==> src/rtl/program_loader_pkg.sv <==
// Shared definitions for the boot-time program loader.
//   state_t      : loader FSM states
//   ICNT_LSB     : bit position of the instruction word count in the header
//   DCNT_LSB     : bit position of the data doubleword count in the header
//   IMEM_STRIDE  : byte stride between instruction memory words
//   DMEM_STRIDE  : byte stride between data memory doublewords
package program_loader_pkg;

    typedef enum logic [2:0] {
        IDLE    = 3'd0,
        HEADER  = 3'd1,
        IMEM    = 3'd2,
        DMEM_LO = 3'd3,
        DMEM_HI = 3'd4,
        RUN     = 3'd5,
        ERR     = 3'd6
    } state_t;

    localparam int ICNT_LSB    = 0;
    localparam int DCNT_LSB    = 16;
    localparam int IMEM_STRIDE = 4;
    localparam int DMEM_STRIDE = 8;

endpackage

==> src/rtl/program_loader_write.sv <==
// Registered memory write port generator.
// A request on i_we produces a single-cycle o_wen pulse in the next cycle with
// o_addr = i_index * STRIDE and o_wdata = i_data. Address and data read as 0
// whenever no write is being issued.
//   clk, arst : clock, asynchronous active-high reset
//   i_we      : write request (one cycle per word)
//   i_index   : word index within the memory
//   i_data    : word to write
//   o_addr    : byte address
//   o_wen     : write enable pulse
//   o_wdata   : write data
module loader_write_port #(
    parameter int DATA_W = 32,
    parameter int STRIDE = 4,
    parameter int IDX_W  = 16
) (
    input  logic              clk,
    input  logic              arst,
    input  logic              i_we,
    input  logic [IDX_W-1:0]  i_index,
    input  logic [DATA_W-1:0] i_data,
    output logic [63:0]       o_addr,
    output logic              o_wen,
    output logic [DATA_W-1:0] o_wdata
);

    logic [63:0]       r_addr;
    logic              r_wen;
    logic [DATA_W-1:0] r_wdata;

    always_ff @(posedge clk or posedge arst) begin
        if (arst) begin
            r_addr  <= '0;
            r_wen   <= 1'b0;
            r_wdata <= '0;
        end else if (i_we) begin
            r_addr  <= 64'(i_index) * 64'(STRIDE);
            r_wen   <= 1'b1;
            r_wdata <= i_data;
        end else begin
            r_addr  <= '0;
            r_wen   <= 1'b0;
            r_wdata <= '0;
        end
    end

    assign o_addr  = r_addr;
    assign o_wen   = r_wen;
    assign o_wdata = r_wdata;

endmodule

==> src/rtl/program_loader.sv <==
// Boot-time program loader placed in front of the cpu top.
// Consumes a valid/ready stream: a header word {dcnt, icnt}, icnt instruction
// words, then dcnt doublewords sent low half first. Writes both images into
// memory and then starts the cpu.
//   clk, arst            : clock, asynchronous active-high reset
//   start                : one-cycle pulse that begins a load
//   s_valid/s_ready/s_data : input word stream
//   addr_ext/wen_ext/ren_ext/wdata_ext         : instruction memory port
//   addr_ext_2/wen_ext_2/ren_ext_2/wdata_ext_2 : data memory port
//   cpu_enable, done     : load complete, cpu running
//   busy                 : load in progress
//   error                : header rejected
//
// state   | meaning
// IDLE    | waiting for start after reset
// HEADER  | waiting for the header word
// IMEM    | streaming instruction words
// DMEM_LO | waiting for the low half of a data doubleword
// DMEM_HI | waiting for the high half; completes the doubleword
// RUN     | load done, cpu enabled until reset
// ERR     | header counts exceeded memory depth; start retries
module program_loader
    import program_loader_pkg::*;
#(
    parameter int IMEM_DEPTH = 512,
    parameter int DMEM_DEPTH = 1024,
    parameter int CNT_W      = 16
) (
    input  logic        clk,
    input  logic        arst,
    input  logic        start,
    input  logic        s_valid,
    output logic        s_ready,
    input  logic [31:0] s_data,
    output logic [63:0] addr_ext,
    output logic        wen_ext,
    output logic        ren_ext,
    output logic [31:0] wdata_ext,
    output logic [63:0] addr_ext_2,
    output logic        wen_ext_2,
    output logic        ren_ext_2,
    output logic [63:0] wdata_ext_2,
    output logic        cpu_enable,
    output logic        busy,
    output logic        done,
    output logic        error
);

    localparam logic [CNT_W-1:0] IMEM_LIM = CNT_W'(IMEM_DEPTH);
    localparam logic [CNT_W-1:0] DMEM_LIM = CNT_W'(DMEM_DEPTH);
    localparam logic [CNT_W-1:0] ONE      = CNT_W'(1);

    state_t           r_state;
    state_t           w_next;
    logic [CNT_W-1:0] r_icnt;
    logic [CNT_W-1:0] r_dcnt;
    logic [CNT_W-1:0] r_kcnt;
    logic [CNT_W-1:0] r_jcnt;
    logic [31:0]      r_low;
    logic             r_run;

    logic             w_ready;
    logic             w_busy;
    logic             w_error;
    logic             w_xfer;
    logic             w_imem_we;
    logic             w_dmem_we;
    logic [CNT_W-1:0] w_hdr_icnt;
    logic [CNT_W-1:0] w_hdr_dcnt;
    logic             w_i_last;
    logic             w_j_last;

    assign w_hdr_icnt = s_data[ICNT_LSB +: CNT_W];
    assign w_hdr_dcnt = s_data[DCNT_LSB +: CNT_W];
    assign w_xfer     = s_valid & w_ready;
    // Header check bounds the counts, so index + 1 never wraps.
    assign w_i_last   = ((r_kcnt + ONE) == r_icnt);
    assign w_j_last   = ((r_jcnt + ONE) == r_dcnt);

    // State register
    always_ff @(posedge clk or posedge arst) begin
        if (arst) begin
            r_state <= IDLE;
        end else begin
            r_state <= w_next;
        end
    end

    // Next-state logic
    always_comb begin
        w_next = r_state;
        case (r_state)
            IDLE: begin
                if (start) w_next = HEADER;
            end
            HEADER: begin
                if (w_xfer) begin
                    if (w_hdr_icnt > IMEM_LIM || w_hdr_dcnt > DMEM_LIM)
                        w_next = ERR;
                    else if (w_hdr_icnt != '0)
                        w_next = IMEM;
                    else if (w_hdr_dcnt != '0)
                        w_next = DMEM_LO;
                    else
                        w_next = RUN;
                end
            end
            IMEM: begin
                if (w_xfer && w_i_last)
                    w_next = (r_dcnt != '0) ? DMEM_LO : RUN;
            end
            DMEM_LO: begin
                if (w_xfer) w_next = DMEM_HI;
            end
            DMEM_HI: begin
                if (w_xfer) w_next = w_j_last ? RUN : DMEM_LO;
            end
            RUN: begin
                w_next = RUN;
            end
            ERR: begin
                if (start) w_next = HEADER;
            end
            default: begin
                w_next = IDLE;
            end
        endcase
    end

    // Output decode
    always_comb begin
        w_ready   = 1'b0;
        w_busy    = 1'b0;
        w_error   = 1'b0;
        case (r_state)
            HEADER, IMEM, DMEM_LO, DMEM_HI: begin
                w_ready = 1'b1;
                w_busy  = 1'b1;
            end
            ERR: begin
                w_error = 1'b1;
            end
            default: begin
            end
        endcase
        w_imem_we = w_xfer && (r_state == IMEM);
        w_dmem_we = w_xfer && (r_state == DMEM_HI);
    end

    // Header fields, word indices and the pending low half
    always_ff @(posedge clk or posedge arst) begin
        if (arst) begin
            r_icnt <= '0;
            r_dcnt <= '0;
            r_kcnt <= '0;
            r_jcnt <= '0;
            r_low  <= '0;
            r_run  <= 1'b0;
        end else begin
            // Registered from RUN so the cpu starts one cycle after the last write pulse.
            r_run <= (r_state == RUN);
            if (w_xfer) begin
                case (r_state)
                    HEADER: begin
                        r_icnt <= w_hdr_icnt;
                        r_dcnt <= w_hdr_dcnt;
                        r_kcnt <= '0;
                        r_jcnt <= '0;
                    end
                    IMEM:    r_kcnt <= r_kcnt + ONE;
                    DMEM_LO: r_low  <= s_data;
                    DMEM_HI: r_jcnt <= r_jcnt + ONE;
                    default: begin
                    end
                endcase
            end
        end
    end

    loader_write_port #(
        .DATA_W (32),
        .STRIDE (IMEM_STRIDE),
        .IDX_W  (CNT_W)
    ) u_imem_port (
        .clk     (clk),
        .arst    (arst),
        .i_we    (w_imem_we),
        .i_index (r_kcnt),
        .i_data  (s_data),
        .o_addr  (addr_ext),
        .o_wen   (wen_ext),
        .o_wdata (wdata_ext)
    );

    loader_write_port #(
        .DATA_W (64),
        .STRIDE (DMEM_STRIDE),
        .IDX_W  (CNT_W)
    ) u_dmem_port (
        .clk     (clk),
        .arst    (arst),
        .i_we    (w_dmem_we),
        .i_index (r_jcnt),
        .i_data  ({s_data, r_low}),
        .o_addr  (addr_ext_2),
        .o_wen   (wen_ext_2),
        .o_wdata (wdata_ext_2)
    );

    assign s_ready    = w_ready;
    assign busy       = w_busy;
    assign error      = w_error;
    assign cpu_enable = r_run;
    assign done       = r_run;
    assign ren_ext    = 1'b0;
    assign ren_ext_2  = 1'b0;

endmodule

==> config.mk <==
export PLATFORM = sky130hd
export DESIGN_NAME = program_loader
export DESIGN_NICKNAME = d
export VERILOG_FILES = /design/src/rtl/program_loader_pkg.sv /design/src/rtl/program_loader_write.sv /design/src/rtl/program_loader.sv
export SDC_FILE = /design/constraint.sdc
export NUM_CORES = 1
export LEC_CHECK = 0
export BUFFER_PORTS_ARGS = -buffer_cell sky130_fd_sc_hd__buf_4
export CAP_MARGIN = 5
export CORE_MARGIN = 2
export CORE_UTILIZATION = 45
export CTS_CLUSTER_DIAMETER = 80
export DETAILED_ROUTE_END_ITERATION = 7
export PLACE_DENSITY = 0.72
export SYNTH_ARGS = -nofsm -noshare
export SYNTH_HDL_FRONTEND = slang
export SYNTH_SLANG_ARGS = --single-unit
==> constraint.sdc <==
create_clock -name clk -period 8.3 [get_ports clk]
set_input_delay 1.66 -clock clk [delete_from_list [all_inputs] [get_ports clk]]
set_output_delay 1.66 -clock clk [all_outputs]
set_load 0.03 [all_outputs]
==> out/metrics.csv <==
metric,value,unit
report.final.slew_viol_count,0,
cp.required,8690,ps
worst_setup_path_end_kind,flop,
wl_per_cell,17.44,um
start_util,45.92,%
cts_resized,0,
drt_iter0_drc,502,
max_stage_delay,660,ps
synthSimpleGateAreaFrac,20.19,%
drive_above_1_share,22.80,%
grt_pass1_wl,39210,um
cts_tree,done,
cts_root_buf,clkbuf_16,
stdcell_count,1422,
via_count,7536,
area_delta_synth_final,17.66,%
fmax,259.0,MHz
drcViolationCount,0,
cts.sinks,230,
p_comb_share,27.4,%
fp.dieArea,0.02441,mm^2
placed_cells,1378,
die_h,156.2,um
power.density,295.0,mW/mm^2
cpMaxStageDelayCell,buf_4,
synthAdderAreaFrac,0.2400,%
cp_cell_sequence,buf_4 -> buf_4 -> nand2_1 -> inv_2 -> nor2_1 -> a221o_1,
setup_viol,0,
path_class,in -> reg,
fp-row-count,55,
setup_ws,4439,ps
power_leakage,0.006560,uW
postSynth.asyncResetShare,100.0,%
fillCellCount,1984,
synth_top_family_by_area,simple AND/OR/NAND/NOR gates,
ys_seq_elements,230,
hpwlAfterDp,16380,um
synth_xor_area_share,3.696,%
synth_cell_types,67,
grt-ovfl-total,0,
clk_latency,520,ps
htreeDepth,1,
netSwitchingFraction,34.12,%
syn_area_per_cell,10.54,um^2
grt_max_degree,144,
ios,269,
intPower,2385,uW
tns,0,ps
fp.dieW,156.2,um
startpoint,s_valid,
dpl_cell_area,0.01145,mm^2
routed_wl,24790,um
grt_pass1_vias,7142,
hold_violations,0,
crit_top_cell,buf_4,
cp_max_fo,90,
final_area,0.01227,mm^2
min_period,3861,ps
hold_path.startpoint,r_low[5],
relSlewSlack,30.23,%
path_clk_slew,60,ps
fin_util,54.03,%
arrival,4260,ps
syn_inst,989,
pre_cts_slack,3976,ps
yosys-mux-area-fraction,3.744,%
ant_nets,0,
fin_skew,17.35,ps
grt_antenna_before_repair,0,
synthFlopType,dfrtp_1,
synth_compound_area_share,6.575,%
core_area,0.02271,mm^2
start_kind,input pin,
reg2reg_from,r_state[2],
port_buffers,170,
cts_hold_buf,0,
cts_setup_buffers,0,
status,"finished, final reports clean",
clk_path_buf_depth,3,
synth_edf_count,0,
ys_seq_area_share,55.20,%
hold_path.class,reg -> reg,
rsz0062_at_grt,false,
yosysWarnings,0,
via_per_inst,5.300,
firstDrtPassIters,5,
routabilityCongestion,0.8598,
grt_use_total,20.03,%
nets,1158,
finalCritPeriodShare,46.52,%
clockPowerShare,30.4,%
tightestPinTransition,1047,ps
p_seq_share,42.3,%
p_sw,1235,uW
max-vdd-ir-drop,0.1753,mV
synth_area,0.01043,mm^2
drv_cap,0,
cts_buffers,25,
## kinds of logic (layout without fill, tap and decap cells)
logic type / count (synthesis) / after routing
flops: 230 / 230
mux: 35 / 35
xor+xnor: 44 / 44
fa+ha+maj: 2 / 2
buf+inv: 177 / 227
compound gates: 107 / 107
simple gates: 393 / 393
other cells: 1 / 99
## power groups by stage
stage / combinational [uW] / clock, uW / sequential (uW)
global placement: 970 / 0 / 1540
CTS: 995 / 1120 / 1530
finish: 991 / 1100 / 1530
floorplan: 687 / 0 / 1570
global route: 1090 / 1170 / 1560
detailed placement: 994 / 0 / 1540
## flip-flops by register name, summed over array words and instances, names as in the netlist, 3 cells and up
register	count
u_dmem_port.o_wdata	64
r_low	32
u_imem_port.o_wdata	32
r_dcnt	16
r_icnt	16
r_jcnt	16
r_kcnt	16
u_dmem_port.o_addr	16
u_imem_port.o_addr	16
r_state	3
## cell usage after synthesis, types with 2 or more instances
| cell | n | share of area, % |
|---|---|---|
| dfrtp_1 | 230 | 55 |
| and3_1 | 136 | 8.2 |
| nand2_1 | 130 | 4.7 |
| buf_4 | 104 | 7.5 |
| clkbuf_1 | 50 | 1.8 |
| o21ai_0 | 46 | 2.2 |
| nor2_1 | 32 | 1.2 |
| xnor2_1 | 32 | 2.7 |
| mux2_2 | 27 | 2.9 |
| nand3_1 | 20 | 0.96 |
| a21oi_1 | 15 | 0.72 |
| nor4_1 | 13 | 0.78 |
| xor2_1 | 12 | 1.0 |
| buf_2 | 11 | 0.53 |
| nand4_1 | 11 | 0.66 |
| nor3_1 | 9 | 0.43 |
| o31ai_1 | 8 | 0.58 |
| inv_1 | 6 | 0.22 |
| or3_1 | 6 | 0.36 |
| a31oi_1 | 5 | 0.30 |
| mux2_1 | 5 | 0.54 |
| nand2b_1 | 5 | 0.30 |
| o41ai_1 | 5 | 0.42 |
| a211o_1 | 4 | 0.34 |
| and4_1 | 4 | 0.34 |
| buf_1 | 4 | 0.14 |
| mux2i_1 | 3 | 0.29 |
| nor2b_1 | 3 | 0.18 |
| nor3_2 | 3 | 0.29 |
| a2111oi_0 | 2 | 0.17 |
| a21o_1 | 2 | 0.14 |
| ha_1 | 2 | 0.24 |
| nand3b_1 | 2 | 0.14 |
| nand4_2 | 2 | 0.24 |
| nor3b_1 | 2 | 0.14 |
| nor4_2 | 2 | 0.24 |
| nor4bb_1 | 2 | 0.19 |
| o211ai_1 | 2 | 0.14 |
| o221ai_1 | 2 | 0.17 |
| o22a_1 | 2 | 0.17 |
| o32ai_1 | 2 | 0.17 |
## critical path: cells and delay by family
| kind | cells | cell delay, ps |
|---|---|---|
| buf+inv | 3 | 1290 |
| simple gates | 2 | 870 |
| compound gates | 1 | 380 |
## placed cells by master (no fill, tap or decap), types with 5 or more instances in the layout
master       n
o21ai_0     46
nor3_1       8
nand4_1     11
nor4_1      13
nand3_1     20
mux2_1       5
o41ai_1      5
a21oi_1     15
conb_1      98
nand2_1    130
nand2b_1     5
xnor2_1     32
xor2_1      12
or3_1        6
dfrtp_1    230
buf_4      177
a31oi_1      5
nor2_1      30
mux2_2      27
clkbuf_16   25
and3_1     136
inv_1        5
o31ai_1      8
clkbuf_1     7
## layer usage
metal  GRT usage (%)  wire (um)
met1           28.81      10970
met2           31.96      11560
met3           3.157       1816
met4           5.111        449
met5               0          0
## stage by stage
| step | hold WS (ps) | power [uW] |
|---|---|---|
| after floorplan | 456.3 | 2259 |
| after global placement | 467.5 | 2505 |
| after detailed placement | 482.7 | 2533 |
| after CTS | 496.3 | 3639 |
| after global routing | 502.1 | 3816 |
| final | 494.0 | 3620 |
## layout make-up
| cell class | count | area, um^2 | area share [%] |
|---|---|---|---|
| flip-flops and latches | 230 | 5756 | 46.91 |
| multi-input cells | 679 | 3980 | 32.44 |
| repair buffers | 177 | 1329 | 10.83 |
| clock buffers | 34 | 679.4 | 5.537 |
| well taps | 285 | 356.6 | 2.906 |
| clock inverters | 9 | 132.6 | 1.081 |
| inverters | 7 | 33.78 | 0.2753 |
| diodes | 1 | 2.502 | 0.02040 |
## path summary, 6_finish.rpt
| check | to | slack (ps) | cells past startpoint |
|---|---|---|---|
| min in group asynchronous | u_dmem_port.o_wdata[56] | 1350 | 2 |
| setup / recovery | r_kcnt[15] | 4440 | 6 |
| setup reg to reg | r_jcnt[14] | 5210 | 7 |
| max in group asynchronous | r_low[16] | 5290 | 3 |
| hold / removal | r_low[5] | 490 | 1 |
| hold reg to reg | r_low[5] | 490 | 1 |
(Power assumes the default switching activity.)
